===== src/rtl/sim_console_pkg.sv =====
// Shared encodings for the simulation console: bus commands, register offsets,
// STATUS layout and the serialiser state type.
package sim_console_pkg;

  typedef enum logic [1:0] {
    CMD_NOP    = 2'b00,
    CMD_PUTC   = 2'b01,
    CMD_FINISH = 2'b10,
    CMD_RSVD   = 2'b11
  } cmd_e;

  localparam logic [31:0] OFS_CTRL   = 32'h0;
  localparam logic [31:0] OFS_STATUS = 32'h4;

  localparam int ST_BUSY    = 0;
  localparam int ST_FULL    = 1;
  localparam int ST_OVF     = 2;
  localparam int ST_FINI    = 3;
  localparam int ST_CNT_LSB = 8;

  typedef enum logic [1:0] {
    TX_IDLE,
    TX_START,
    TX_DATA,
    TX_STOP
  } tx_state_e;

  function automatic logic [31:0] pack_status(input logic busy, input logic full,
                                              input logic ovf, input logic fini,
                                              input logic [7:0] count);
    logic [31:0] w;
    w = '0;
    w[ST_BUSY] = busy;
    w[ST_FULL] = full;
    w[ST_OVF]  = ovf;
    w[ST_FINI] = fini;
    w[ST_CNT_LSB +: 8] = count;
    return w;
  endfunction

endpackage


===== src/rtl/sim_console_tx_if.sv =====
// CPU data-bus slice seen by the console: one-cycle store/load strobes, registered load data.
interface sim_console_tx_if;
  logic        we;
  logic        re;
  logic [31:0] addr;
  logic [31:0] wdata;
  logic [31:0] rdata;

  modport master (output we, re, addr, wdata, input rdata);
  modport slave  (input we, re, addr, wdata, output rdata);
endinterface


===== src/rtl/uart_tx_8n1.sv =====
// 8N1 serialiser with a valid/ready byte input and a registered line output.
// state    | meaning
// TX_IDLE  | line high; takes a byte whenever valid is high
// TX_START | start bit, line low
// TX_DATA  | eight data bits, LSB first
// TX_STOP  | stop bit, line high, then back to TX_IDLE
module uart_tx_8n1
  import sim_console_pkg::*;
#(
  parameter int CLKS_PER_BIT = 100
) (
  input  logic       clk,
  input  logic       rst,
  input  logic       valid,
  input  logic [7:0] data,
  output logic       ready,
  output logic       txd,
  output logic       busy
);

  localparam int CW = (CLKS_PER_BIT > 2) ? $clog2(CLKS_PER_BIT) : 1;
  localparam logic [CW-1:0] BAUD_TC = CW'(CLKS_PER_BIT - 1);

  tx_state_e     state;
  logic [CW-1:0] baud_cnt;
  logic [2:0]    bit_cnt;
  logic [7:0]    shreg;

  assign ready = (state == TX_IDLE);
  assign busy  = (state != TX_IDLE);

  // baud_cnt counts down from BAUD_TC; every bit boundary is the terminal count
  always_ff @(posedge clk or posedge rst) begin
    if (rst) begin
      state    <= TX_IDLE;
      baud_cnt <= '0;
      bit_cnt  <= '0;
      shreg    <= '0;
      txd      <= 1'b1;
    end else begin
      case (state)
        TX_IDLE: begin
          txd <= 1'b1;
          if (valid) begin
            shreg    <= data;
            baud_cnt <= BAUD_TC;
            txd      <= 1'b0;
            state    <= TX_START;
          end
        end
        TX_START: begin
          if (baud_cnt == '0) begin
            baud_cnt <= BAUD_TC;
            bit_cnt  <= 3'd7;
            txd      <= shreg[0];
            state    <= TX_DATA;
          end else begin
            baud_cnt <= baud_cnt - 1'b1;
          end
        end
        TX_DATA: begin
          if (baud_cnt == '0) begin
            baud_cnt <= BAUD_TC;
            if (bit_cnt == 3'd0) begin
              txd   <= 1'b1;
              state <= TX_STOP;
            end else begin
              shreg   <= {1'b0, shreg[7:1]};
              txd     <= shreg[1];
              bit_cnt <= bit_cnt - 3'd1;
            end
          end else begin
            baud_cnt <= baud_cnt - 1'b1;
          end
        end
        TX_STOP: begin
          if (baud_cnt == '0) state <= TX_IDLE;
          else baud_cnt <= baud_cnt - 1'b1;
        end
        default: state <= TX_IDLE;
      endcase
    end
  end

endmodule


===== src/rtl/sim_console_tx.sv =====
// Memory-mapped console: CTRL/STATUS decode, TX FIFO, overflow and finish tracking,
// feeding an 8N1 serialiser. sim_fini_o is raised once a finish is pending and all output drained.
module sim_console_tx
  import sim_console_pkg::*;
#(
  parameter logic [31:0] BASE_ADDR    = 32'h4000_8000,
  parameter int          CLKS_PER_BIT = 100,
  parameter int          FIFO_DEPTH   = 16
) (
  input  logic            clk_i,
  input  logic            rst_i,
  sim_console_tx_if.slave dbus,
  output logic            txd_o,
  output logic            sim_fini_o,
  output logic            busy_o
);

  localparam int AW = $clog2(FIFO_DEPTH);
  localparam logic [31:0] CTRL_ADDR   = BASE_ADDR + OFS_CTRL;
  localparam logic [31:0] STATUS_ADDR = BASE_ADDR + OFS_STATUS;

  logic [7:0]  mem [FIFO_DEPTH];
  logic [AW:0] wr_ptr, rd_ptr, count;
  logic        full, empty, push_req, push, pop;
  logic        ctrl_hit, status_hit;
  logic        tx_ready, tx_busy;
  logic        overflow, fini_pending;
  logic [7:0]  tx_data;
  cmd_e        cmd;
  logic        unused_bits;

  assign ctrl_hit   = (dbus.addr[31:2] == CTRL_ADDR[31:2]);
  assign status_hit = (dbus.addr[31:2] == STATUS_ADDR[31:2]);
  assign cmd        = cmd_e'(dbus.wdata[17:16]);
  assign unused_bits = ^{dbus.addr[1:0], dbus.wdata[31:18], dbus.wdata[15:8]};

  // pointers carry one extra MSB so full and empty differ only in that bit
  assign count = wr_ptr - rd_ptr;
  assign empty = (wr_ptr == rd_ptr);
  assign full  = (wr_ptr[AW] != rd_ptr[AW]) && (wr_ptr[AW-1:0] == rd_ptr[AW-1:0]);

  assign pop      = !empty && tx_ready;
  assign push_req = dbus.we && ctrl_hit && (cmd == CMD_PUTC);
  // a pop in the same cycle frees the slot a full FIFO needs
  assign push     = push_req && (!full || pop);
  assign tx_data  = mem[rd_ptr[AW-1:0]];
  assign busy_o   = !empty || tx_busy;

  always_ff @(posedge clk_i) begin
    if (push) mem[wr_ptr[AW-1:0]] <= dbus.wdata[7:0];
  end

  always_ff @(posedge clk_i or posedge rst_i) begin
    if (rst_i) begin
      wr_ptr       <= '0;
      rd_ptr       <= '0;
      overflow     <= 1'b0;
      fini_pending <= 1'b0;
      sim_fini_o   <= 1'b0;
      dbus.rdata   <= '0;
    end else begin
      if (push) wr_ptr <= wr_ptr + 1'b1;
      if (pop)  rd_ptr <= rd_ptr + 1'b1;
      if (push_req && !push)
        overflow <= 1'b1;
      else if (dbus.we && status_hit && dbus.wdata[ST_OVF])
        overflow <= 1'b0;
      if (dbus.we && ctrl_hit && (cmd == CMD_FINISH)) fini_pending <= 1'b1;
      if (fini_pending && !busy_o) sim_fini_o <= 1'b1;
      dbus.rdata <= (dbus.re && status_hit)
                    ? pack_status(busy_o, full, overflow, fini_pending, 8'(count))
                    : '0;
    end
  end

  uart_tx_8n1 #(
    .CLKS_PER_BIT(CLKS_PER_BIT)
  ) u_tx (
    .clk  (clk_i),
    .rst  (rst_i),
    .valid(!empty),
    .data (tx_data),
    .ready(tx_ready),
    .txd  (txd_o),
    .busy (tx_busy)
  );

endmodule


===== src/flat_wrapper.sv =====
// flat-port wrapper written by rule: the top's interface ports become plain ports
module sim_console_tx_flat import sim_console_pkg::*;
#(
  parameter logic [31:0] BASE_ADDR    = 32'h4000_8000,
  parameter int          CLKS_PER_BIT = 100,
  parameter int          FIFO_DEPTH   = 16
)
  (clk_i, rst_i, txd_o, sim_fini_o, busy_o, dbus_we, dbus_re, dbus_addr, dbus_wdata, dbus_rdata);
  sim_console_tx_if dbus_i ();
  input  logic clk_i;
  input  logic rst_i;
  output logic txd_o;
  output logic sim_fini_o;
  output logic busy_o;
  input wire logic [$bits(dbus_i.we)-1:0] dbus_we;
  input wire logic [$bits(dbus_i.re)-1:0] dbus_re;
  input wire logic [$bits(dbus_i.addr)-1:0] dbus_addr;
  input wire logic [$bits(dbus_i.wdata)-1:0] dbus_wdata;
  output wire logic [$bits(dbus_i.rdata)-1:0] dbus_rdata;
  assign dbus_i.we = dbus_we;
  assign dbus_i.re = dbus_re;
  assign dbus_i.addr = dbus_addr;
  assign dbus_i.wdata = dbus_wdata;
  assign dbus_rdata = dbus_i.rdata;
  sim_console_tx #(.BASE_ADDR(BASE_ADDR), .CLKS_PER_BIT(CLKS_PER_BIT), .FIFO_DEPTH(FIFO_DEPTH)) u_core (.clk_i(clk_i), .rst_i(rst_i), .dbus(dbus_i), .txd_o(txd_o), .sim_fini_o(sim_fini_o), .busy_o(busy_o));
endmodule

===== config.mk =====
export PLATFORM = sky130hd
export DESIGN_NAME = sim_console_tx_flat
export DESIGN_NICKNAME = d
export VERILOG_FILES = /design/src/rtl/sim_console_pkg.sv /design/src/rtl/sim_console_tx_if.sv /design/src/rtl/uart_tx_8n1.sv /design/src/rtl/sim_console_tx.sv /design/src/flat_wrapper.sv
export SDC_FILE = /design/constraint.sdc
export NUM_CORES = 1
export LEC_CHECK = 0
export BUFFER_PORTS_ARGS = -buffer_cell sky130_fd_sc_hd__clkbuf_2
export CELL_PAD_IN_SITES_DETAIL_PLACEMENT = 1
export CELL_PAD_IN_SITES_GLOBAL_PLACEMENT = 2
export CORE_MARGIN = 2
export CORE_UTILIZATION = 25
export CTS_CLUSTER_SIZE = 25
export DETAILED_ROUTE_END_ITERATION = 12
export PLACE_DENSITY = 0.53
export SLEW_MARGIN = 20
export SYNTH_ARGS = -nofsm -noshare
export SYNTH_HDL_FRONTEND = slang
export SYNTH_SLANG_ARGS = --single-unit

===== constraint.sdc =====
create_clock -name clk_i -period 3.4 [get_ports clk_i]
set_clock_uncertainty 0.1 [all_clocks]
set_input_delay 0.34 -clock clk_i [delete_from_list [all_inputs] [get_ports clk_i]]
set_output_delay 0.34 -clock clk_i [all_outputs]
set_load 0.1 [all_outputs]

======== Word-level counts from Yosys, hierarchy flattened ========
Memory sizes are Yosys's and may differ from the RTL's.
Index checks and enable logic that the tools add are counted.
W data, S select, Z words.
operators by class
  add/subtract/negate cells ............... 5
  equality and inequality tests ........... 17
  mux-type cells .......................... 28
  reductions and logical operators ........ 31
operator list
  cell                    number
  $eq A30 B29 Y1 const B  2
  $mux W8                 3
  $mux W7                 3
  $pmux W7 S3             1
  $pmux W8 S2             1
  $ne A2 B2 Y1 const B    7
  $mux W13                1
  $logic_and A1 B1 Y1     11
  $add A5 B1 Y5 const B   2
  $mux W2                 5
  $mux W3                 3
  $mux W1                 8
  $pmux W2 S4             1
  $reduce_and A4 Y1       2
  $reduce_bool A2 Y1      4
  $logic_not A7 Y1        1
  $sub A7 B1 Y7 const B   1
  $eq A2 B2 Y1 const B    3
  $pmux W3 S2             1
  $eq A5 B5 Y1            1
  $reduce_and A5 Y1       1
  $sub A5 B5 Y5           1
  $eq A2 B1 Y1 const B    2
  $eq A4 B4 Y1            1
  11 further kinds        15
word-level totals
  bits in registers ....................... 66
  RAM bits ................................ 128
  bits of input ports ..................... 68
  output and inout port bits .............. 35
  word-level logic and storage cells ...... 93
  memories kept ........................... 1
memory list
  memory      words  bits a word  rd ports  clocked after memory_dff  write ports  RTL line              text
  u_core.mem  16     8            1         0                         1            sim_console_tx.sv:22  logic [7:0] mem [FIFO_DEPTH];

======== Longest topological paths before layout ========
Gate-level depths: netlist of run 1.
  depth after elaboration ................. 8
  depth in mapped cells ................... 9
  gate-level depth less buffers ........... 8

======== Hierarchy ========
A second synthesis of run 1 with hierarchy kept.
unflattened totals
  cell total of the unflattened synthesis .. 478
  area total of the unflattened synthesis .. 7,845.0 um^2
by module, submodules not included
  module          times used  cells each  area each (um^2)
  sim_console_tx  1           331         6,475.0
  uart_tx_8n1     1           147         1,370.1

======== Worst setup path after synthesis of run 1 ========
OpenSTA, ideal clock, no wires.
  path kind ............................... flip-flop to flip-flop
  start ................................... register u_core.rd_ptr[2]
  end ..................................... memory u_core.mem[3][0], enable pin
  arrival ................................. 2,427 ps
  data required time ...................... 2,917 ps
  slack ................................... 490 ps
  cell stages (with the launch flop) ...... 9
  path buffers ............................ 1
  clock period less this slack ............ 2,910 ps
  cells stage by stage .................... dfrtp_1 > clkbuf_1 > inv_1 > ha_1 > nand4_1 > nor3b_2 > nor4_4 > nand2_1 > nor3_1
on the way
  longest elaborated chain between the ends .. 7
  elaborated cells between the ends (all ways) .. 10
  those cells by class .................... 2 x eq/ne; 2 x mux; 6 x reduce/logical
RTL lines
  item                                                            RTL line                                    text
  from (decl)                                                     sim_console_tx.sv:23                        logic [AW:0] wr_ptr, rd_ptr, count;
  from (signal assigned)                                          sim_console_tx.sv:63                        if (pop) rd_ptr <= rd_ptr + 1'b1;
  $eq A5 B5 Y1 / $eq A4 B4 Y1 (equally long branches)             sim_console_tx.sv:39, sim_console_tx.sv:40
  $logic_not A1 Y1 / $logic_and A1 B1 Y1 (equally long branches)  sim_console_tx.sv:42, sim_console_tx.sv:40
  $logic_and A1 B1 Y1 / $logic_not A1 Y1 (equally long branches)  sim_console_tx.sv:42, sim_console_tx.sv:45
  $logic_or A1 B1 Y1 *                                            sim_console_tx.sv:45                        assign push = push_req && (!full || pop);
  $logic_and A1 B1 Y1 *                                           sim_console_tx.sv:45
  $mux W1 *                                                       sim_console_tx.sv:50                        if (push) mem[wr_ptr[AW-1:0]] <= dbus.wdata[7:0];
  $mux W1 (not written as such) *                                 sim_console_tx.sv:50
  to (decl)                                                       sim_console_tx.sv:22
Mark *: on every way between the ends. The rest lies on a longest branch, timed or not.

======== Final worst setup path of run 1 ========
  start ................................... register u_core.rd_ptr[2]
  end ..................................... output port busy_o
on the way
  longest elaborated chain between the ends .. 3
RTL lines
  item                RTL line              text
  $eq A5 B5 Y1        sim_console_tx.sv:39  assign empty = (wr_ptr == rd_ptr);
  $logic_not A1 Y1    sim_console_tx.sv:47  assign busy_o = !empty || tx_busy;
  $logic_or A1 B1 Y1  sim_console_tx.sv:47
  to (decl)           flat_wrapper.sv:14    output logic busy_o;
No other way between the ends.

==> summary.md, run 1 <==
| Metric | Value |
|---|---|
| DP Wirelength | 12.42 mm |
| Drt wl/cell | 17.81 µm |
| Slew at the pin closest to its max-slew limit | 940.2 ps |
| Skew-Pair Late Insertion Delay | 430 ps |
| Clock sink total | 171 |
| Peak Freq | 0.3314 GHz |
| Min Hold Slack | -2.254 ps |
| Synth unique cells | 58 |
| Layout net count | 691 |
| Top_reg_cell synth | edfxtp_1 |
| Crit Path Category | reg2out |
| Maximum fanout along the worst path | 10 |
| Drc violations | 0 |
| Final ANT Viol Nets | 0 |
| Worst-path clk slew | 80 ps |
| Async set or reset register ratio after synthesis | 25.15% |
| Core Box Area | 0.02972 mm² |
| Num rows | 63 |
| Detailed Route WL | 17.94 mm |
| Critical path capture point type | output pin |
| PortBufs | 55 |
| RSZ-0062 raised after global routing | false |
| Crit-path cells | inv_1, ha_1, nand4_1, buf_4, nor3_2, inv_1, clkbuf_2 |
| Power Total | 4.314 mW |
| Layout cells sized above 1 | 22.85% |
| Largest net degree at the start of global routing | 60 |
| Final period util | 88.76% |
| Syn. warnings | 0 |
| Share of the yosys chip area belonging to registers | 65.16% |
| Layout area overhead | 17.79% |
| Failing checks | hold timing |
| Setup TNS Final | 0 ps |
| Min cycle time layout | 3018 ps |
| First-pass GRT wire length | 27.75 mm |
| FF+latch count, synth | 171 |
| Synth top cells by count | edfxtp_1, dfrtp_1, nor2_1 |
| Highest-delay cell along the critical path | dfrtp_2 |
| Vias per inst | 4.411 |
| Initial antenna violation count | 0 |
| Status | finished with violations |
| CTS root buf | clkbuf_16 |
| Die height | 177.8 µm |
| Setup violators final | 0 |
| Cell accounting for the most synthesized area | edfxtp_1 |
| Most frequent cell after synthesis | edfxtp_1 |
| Setup bufs post-CTS | 0 |
| WP data arrival | 2580 ps |
| Post-synth EDFFs | 128 |
| Number of max-cap violations | 0 |
| Hold crit path type | in2async |
| Crit path largest cell delay | 520 ps |
| CP Launch Type | flop |
| DR pass1 iterations | 4 |
| Synthesized cell area | 0.007552 mm² |
| Total Routing Usage GR | 11.92% |
| Synth top area share | 50.89% |
| Total CTS buffers | 17 |
| Chip width | 177.8 µm |
| Slew Limit Headroom | 37.23% |
| Number of global-route vias before repair | 4,756 |
| Die area | 0.03161 mm² |
| Clk buf depth | 2 |
| Vias after detailed routing | 4,442 |
| Mapped Cells | 527 |
| CTS tree | done |
| Pwr per Cell Area | 484.9 mW/mm² |
| Total gr overflow | 0 |
| I/O Pins | 103 |
| Final Slew Violations | 0 |
| Pleak | 3.488 nW |
| Hold Fails Final Rpt | 7 |
| Initial Util | 25.41% |
| Peak supply drop | 0.0002866 V |
| Most frequent CP cell | inv_1 |
| DRT iter0 DRCs | 140 |
| Final RePlAce weighted congestion | 0.7306 |
| # diodes | 0 |
| WP data required | 2960 ps |
| H-Tree Depth | 4 |
| Syn Area/Cell | 14.33 µm² |
| Top cells by area, synth | edfxtp_1, dfrtp_1, mux2i_1, mux4_2, ha_1 |
## cell families (layout without fill, tap and decap cells)
logic type	count (synthesis)	count (layout)	synth area share, %
mux	48	48	8.714
xor+xnor	14	14	1.624
fa+ha+maj	18	18	3.081
other cells	1	23	0.04965
compound gates	92	92	8.134
simple gates	111	111	8.051
buf+inv	72	140	5.186
flops	171	171	65.16
## power breakdown
part           internal (mW)  total [mW]  leakage (nW)  switching [mW]
Clock                  0.977        1.90         0.274           0.918
Sequential              2.24        2.24          1.68   0.00000000123
Combinational         0.0206       0.174          1.53           0.153
Total                   3.24        4.31          3.49            1.07
## worst max-delay path, delay by kind of cell, from the launching register on
| kind | cells | cell delay (ps) |
|---|---|---|
| adders and majority gates | 1 | 370 |
| buffers and inverters | 4 | 760 |
| DFF | 1 | 520 |
| and+or+nand+nor | 2 | 490 |
## area by class of cell
class                      count  area (µm²)
clock inverter                14       153.9
inverter                      30       112.6
fill                        3183       20820
clock buffer                  17       425.4
multi-input combinational    306        2322
tap                          390       488.0
sequential                   171        4923
timing repair buffer          79       470.5
## per-stage QoR
stage / util, % / std cells / cell area (µm²) / worst slack [ps] / hold slack, ps
after global routing: 29.94 / 1007 / 8896 / 139.8 / 24.18
after detailed placement: 27.95 / 975 / 8305 / 367.9 / 363.8
after floorplan: - / 549 / 7635 / 489.7 / 326.5
after global placement: 27.95 / 975 / 8305 / 416.1 / 339.9
final: 29.94 / 1007 / 8896 / 382.3 / -2.254
after CTS: 29.93 / 1007 / 8895 / 126.9 / 3.909
## placed cells by master, fill, tap and decap left out, types with 6 or more instances in the layout
cell / n
edfxtp_1: 128
clkbuf_2: 55
dfrtp_1: 40
nor2_1: 37
mux2i_1: 32
inv_1: 29
conb_1: 23
buf_4: 22
a21oi_1: 21
nand2_1: 17
ha_1: 17
clkbuf_16: 17
mux4_2: 14
o22ai_1: 14
o21ai_0: 11
nor2b_1: 10
a22oi_1: 10
xnor2_1: 9
nor3_1: 9
a31oi_1: 7
a211oi_1: 6
a211o_1: 6
## state kept, by name, indices dropped and copies added (netlist names)
register              flops
u_core.mem              128
u_core.dbus.rdata         9
u_core.u_tx.shreg         8
u_core.u_tx.baud_cnt      7
u_core.rd_ptr             5
u_core.wr_ptr             5
u_core.u_tx.bit_cnt       3
u_core.u_tx.state         2
u_core.fini_pending       1
u_core.overflow           1
u_core.sim_fini_o         1
u_core.u_tx.txd           1
## worst paths after layout
| check | from | end | slack [ps] | cells past startpoint |
|---|---|---|---|---|
| worst max-delay path | u_core.rd_ptr[2] | busy_o | 380 | 7 |
| worst min-delay path | rst_i | u_core.fini_pending | -2 | 2 |
| worst max register to register | u_core.rd_ptr[2] | u_core.mem[15][7] | 560 | 7 |
| worst min register to register | u_core.sim_fini_o | u_core.sim_fini_o | 380 | 1 |
| max in group asynchronous | rst_i | u_core.rd_ptr[2] | 2550 | 2 |
| min in group clk_i | dbus_addr[2] | u_core.overflow | 20 | 2 |
## metal layers
layer,up-vias,part of all wire [%],track usage (%)
li1,2081,-,-
met1,2284,46,15.25
met2,64,50,20.48
met3,13,2.8,2.271
met4,0,1.0,3.449
met5,-,0,0
## repair_timing
| item | CTS | global route |
|---|---|---|
| gates resized for setup | 0 | 1 |
| hold endpoints to repair | 1 | 0 |
| hold buffers | 1 | 0 |
| endpoints found under the setup margin | 0 | 1 |
No activity file was read; power rests on OpenSTA's default activity.
==> run 2, diff against run 1 <==
--- a/config.mk
+++ b/config.mk
@@ -9,10 +9,10 @@
 export CELL_PAD_IN_SITES_DETAIL_PLACEMENT = 1
 export CELL_PAD_IN_SITES_GLOBAL_PLACEMENT = 2
 export CORE_MARGIN = 2
-export CORE_UTILIZATION = 25
+export CORE_UTILIZATION = 40
 export CTS_CLUSTER_SIZE = 25
 export DETAILED_ROUTE_END_ITERATION = 12
-export PLACE_DENSITY = 0.53
+export PLACE_DENSITY = 0.78
 export SLEW_MARGIN = 20
 export SYNTH_ARGS = -nofsm -noshare
 export SYNTH_HDL_FRONTEND = slang
==> constraint.sdc (replaced) <==
create_clock -name clk_i -period 3.2 [get_ports clk_i]
set_clock_uncertainty 0.1 [all_clocks]
set_input_delay 0.32 -clock clk_i [delete_from_list [all_inputs] [get_ports clk_i]]
set_output_delay 0.32 -clock clk_i [all_outputs]
set_load 0.1 [all_outputs]
==> run 2 against run 1 <==
The run now ends clean. Utilization grew 17 points. Sequential share of layout area increased by 0.86 points. Register-to-register slack lost 210 ps. Cell count fell by 15%. Global-route usage grew 6.3 points. Non-clock buffer count up 1. Routed wire length decreased by 4.6%. Power up 7.4%. Setup slack worse by 240 ps. Largest power group unchanged.
==> summary.md, run 2 (same netlist as run 1, synthesis figures left out) <==
| Metric | Value |
|---|---|
| Status | completed |
| Pleak | 3.512 nW |
| Flip-flop and latch area | 0.004922 mm² |
| First-pass GRT wire length | 27.27 mm |
| PortBufs | 55 |
| Drt wl/cell | 20.06 µm |
| Int Power | 3.463 mW |
| I/O Pins | 103 |
| Layout net count | 692 |
| Clock power share | 44.5% |
| Peak Freq | 0.3268 GHz |
| Count of placed standard cells including taps | 817 |
| Combinational share of power | 4.0% |
| WP data required | 2780 ps |
| DR pass1 iterations | 4 |
| # diodes | 0 |
| Slew Limit Headroom | 45.64% |
| Num rows | 50 |
| Initial Util | 40.51% |
| Total CTS buffers | 17 |
| Maximum fanout along the worst path | 8 |
| Setup violators final | 0 |
| Final period util | 95.63% |
| Die height | 141.4 µm |
| CTS root buf | clkbuf_16 |
| Largest net degree at the start of global routing | 60 |
| Final Slew Violations | 0 |
| Min Hold Slack | 150.2 ps |
| DRT iter0 DRCs | 235 |
| Worst-path clk slew | 70 ps |
| Clock sink total | 171 |
| Number of flip-flops under the largest register name | 128 |
| Total Routing Usage GR | 18.22% |
| H-Tree Depth | 4 |
| Hold Fails Final Rpt | 0 |
| RSZ-0062 raised after global routing | false |
| Number of max-cap violations | 0 |
| Peak supply drop | 0.0004913 V |
| CP Launch Type | flop |
| Detailed Route WL | 17.11 mm |
| Final ANT Viol Nets | 0 |
| Final WS setup | 139.9 ps |
| Initial antenna violation count | 0 |
| Number of global-route vias before repair | 4,950 |
| Slew at the pin closest to its max-slew limit | 815.4 ps |
| Hold crit path type | in2reg |
| WP data arrival | 2640 ps |
| DP Wirelength | 11.85 mm |
| Critical path capture point type | output pin |
| Area of the multi-input gates | 0.002328 mm² |
| Setup TNS Final | 0 ps |
| Clk buf depth | 2 |
| Setup bufs post-CTS | 0 |
| Vias per inst | 5.300 |
| Die area | 0.02000 mm² |
| Switching share of total power | 25.28% |
| Final RePlAce weighted congestion | 0.7533 |
| Non-filler cells, final | 853 |
| Most common cell after layout, fill and taps aside | edfxtp_1 |
| Post-layout util | 46.98% |
| Min cycle time layout | 3060 ps |
| Sequential share of power | 51.4% |
| Most frequent cells in the layout | edfxtp_1, clkbuf_2, dfrtp_1 |
| DP Worst Slack | 333.5 ps |
| Core Box Area | 0.01864 mm² |
| Total gr overflow | 0 |
| Fill cells | 1,900 |
| Skew-Pair Late Insertion Delay | 440 ps |
| Vias after detailed routing | 4,521 |
| Drc violations | 0 |
| Pwr per Cell Area | 529.2 mW/mm² |
| Layout cells sized above 1 | 22.29% |
| Psw | 1.172 mW |
| Crit Path Category | reg2out |
| Chip width | 141.4 µm |
| CTS tree | done |
| Layout area overhead | 15.97% |
==> run 2: cell count changes in the layout (fill, tap and decap cells not counted), moves of 2 or more <==
cell           change
buf_4              -2
clkinv_8           +2
dlygate4sd3_1      +3
clkinvlp_4         -2
==> run 2: worst max-delay path, stage by stage, from the launching register on <==
cell and delay, ps:
dfrtp_1 520, inv_1 230, ha_1 390, nand4_1 180, buf_4 200, nor3_4 260, buf_4 190, inv_1 60
buf_12 160
==> run 2: layer usage <==
layer | vias to the layer above | GRT usage (%) | wire length (µm)
met2 | 87 | 32.04 | 8957
met4 | 0 | 6.368 | 206
met3 | 17 | 3.341 | 651
li1 | 2093 | - | -
met1 | 2324 | 22.67 | 7292
met5 | - | 0 | 0
==> run 2: layout make-up <==
class                           instances  area share [%]
Inverter                               30           1.286
Clock buffer                           17           4.857
Sequential cell                       171           56.20
Multi-Input combinational cell        306           26.59
Clock inverter                         15           2.014
Tap cell                              234           3.343
Timing Repair Buffer                   80           5.714
==> run 2: what timing repair did <==
item	in CTS	in global routing
gates resized for setup	1	0
hold buffers	4	0
endpoints found under the setup margin	1	0
hold endpoints to repair	21	0
==> run 2: worst paths after layout <==
kind / to / start / cells past startpoint / slack [ps]
worst max-delay path: busy_o / u_core.rd_ptr[3] / 8 / 140
worst min-delay path: u_core.overflow / dbus_we / 3 / 150
worst max register to register: u_core.mem[3][0] / u_core.rd_ptr[3] / 8 / 350
worst min register to register: u_core.sim_fini_o / u_core.sim_fini_o / 1 / 370
max in group asynchronous: u_core.u_tx.txd / rst_i / 4 / 1880
min in group asynchronous: u_core.dbus.rdata[2] / rst_i / 3 / 350
==> run 2: stage by stage <==
| stage | total power, mW | area [µm²] |
|---|---|---|
| after floorplan | 2.584 | 7635 |
| after global placement | 2.615 | 8110 |
| after detailed placement | 2.619 | 8110 |
| after CTS | 4.684 | 8758 |
| after global routing | 4.769 | 8758 |
| final | 4.635 | 8758 |
==> run 2: power groups by stage <==
| stage | clock network [mW] | logic [mW] | registers [mW] |
|---|---|---|---|
| after floorplan | 0 | 0.150 | 2.43 |
| after global placement | 0 | 0.182 | 2.43 |
| after detailed placement | 0 | 0.186 | 2.43 |
| after CTS | 2.11 | 0.189 | 2.38 |
| after global routing | 2.19 | 0.198 | 2.38 |
| final | 2.06 | 0.188 | 2.38 |
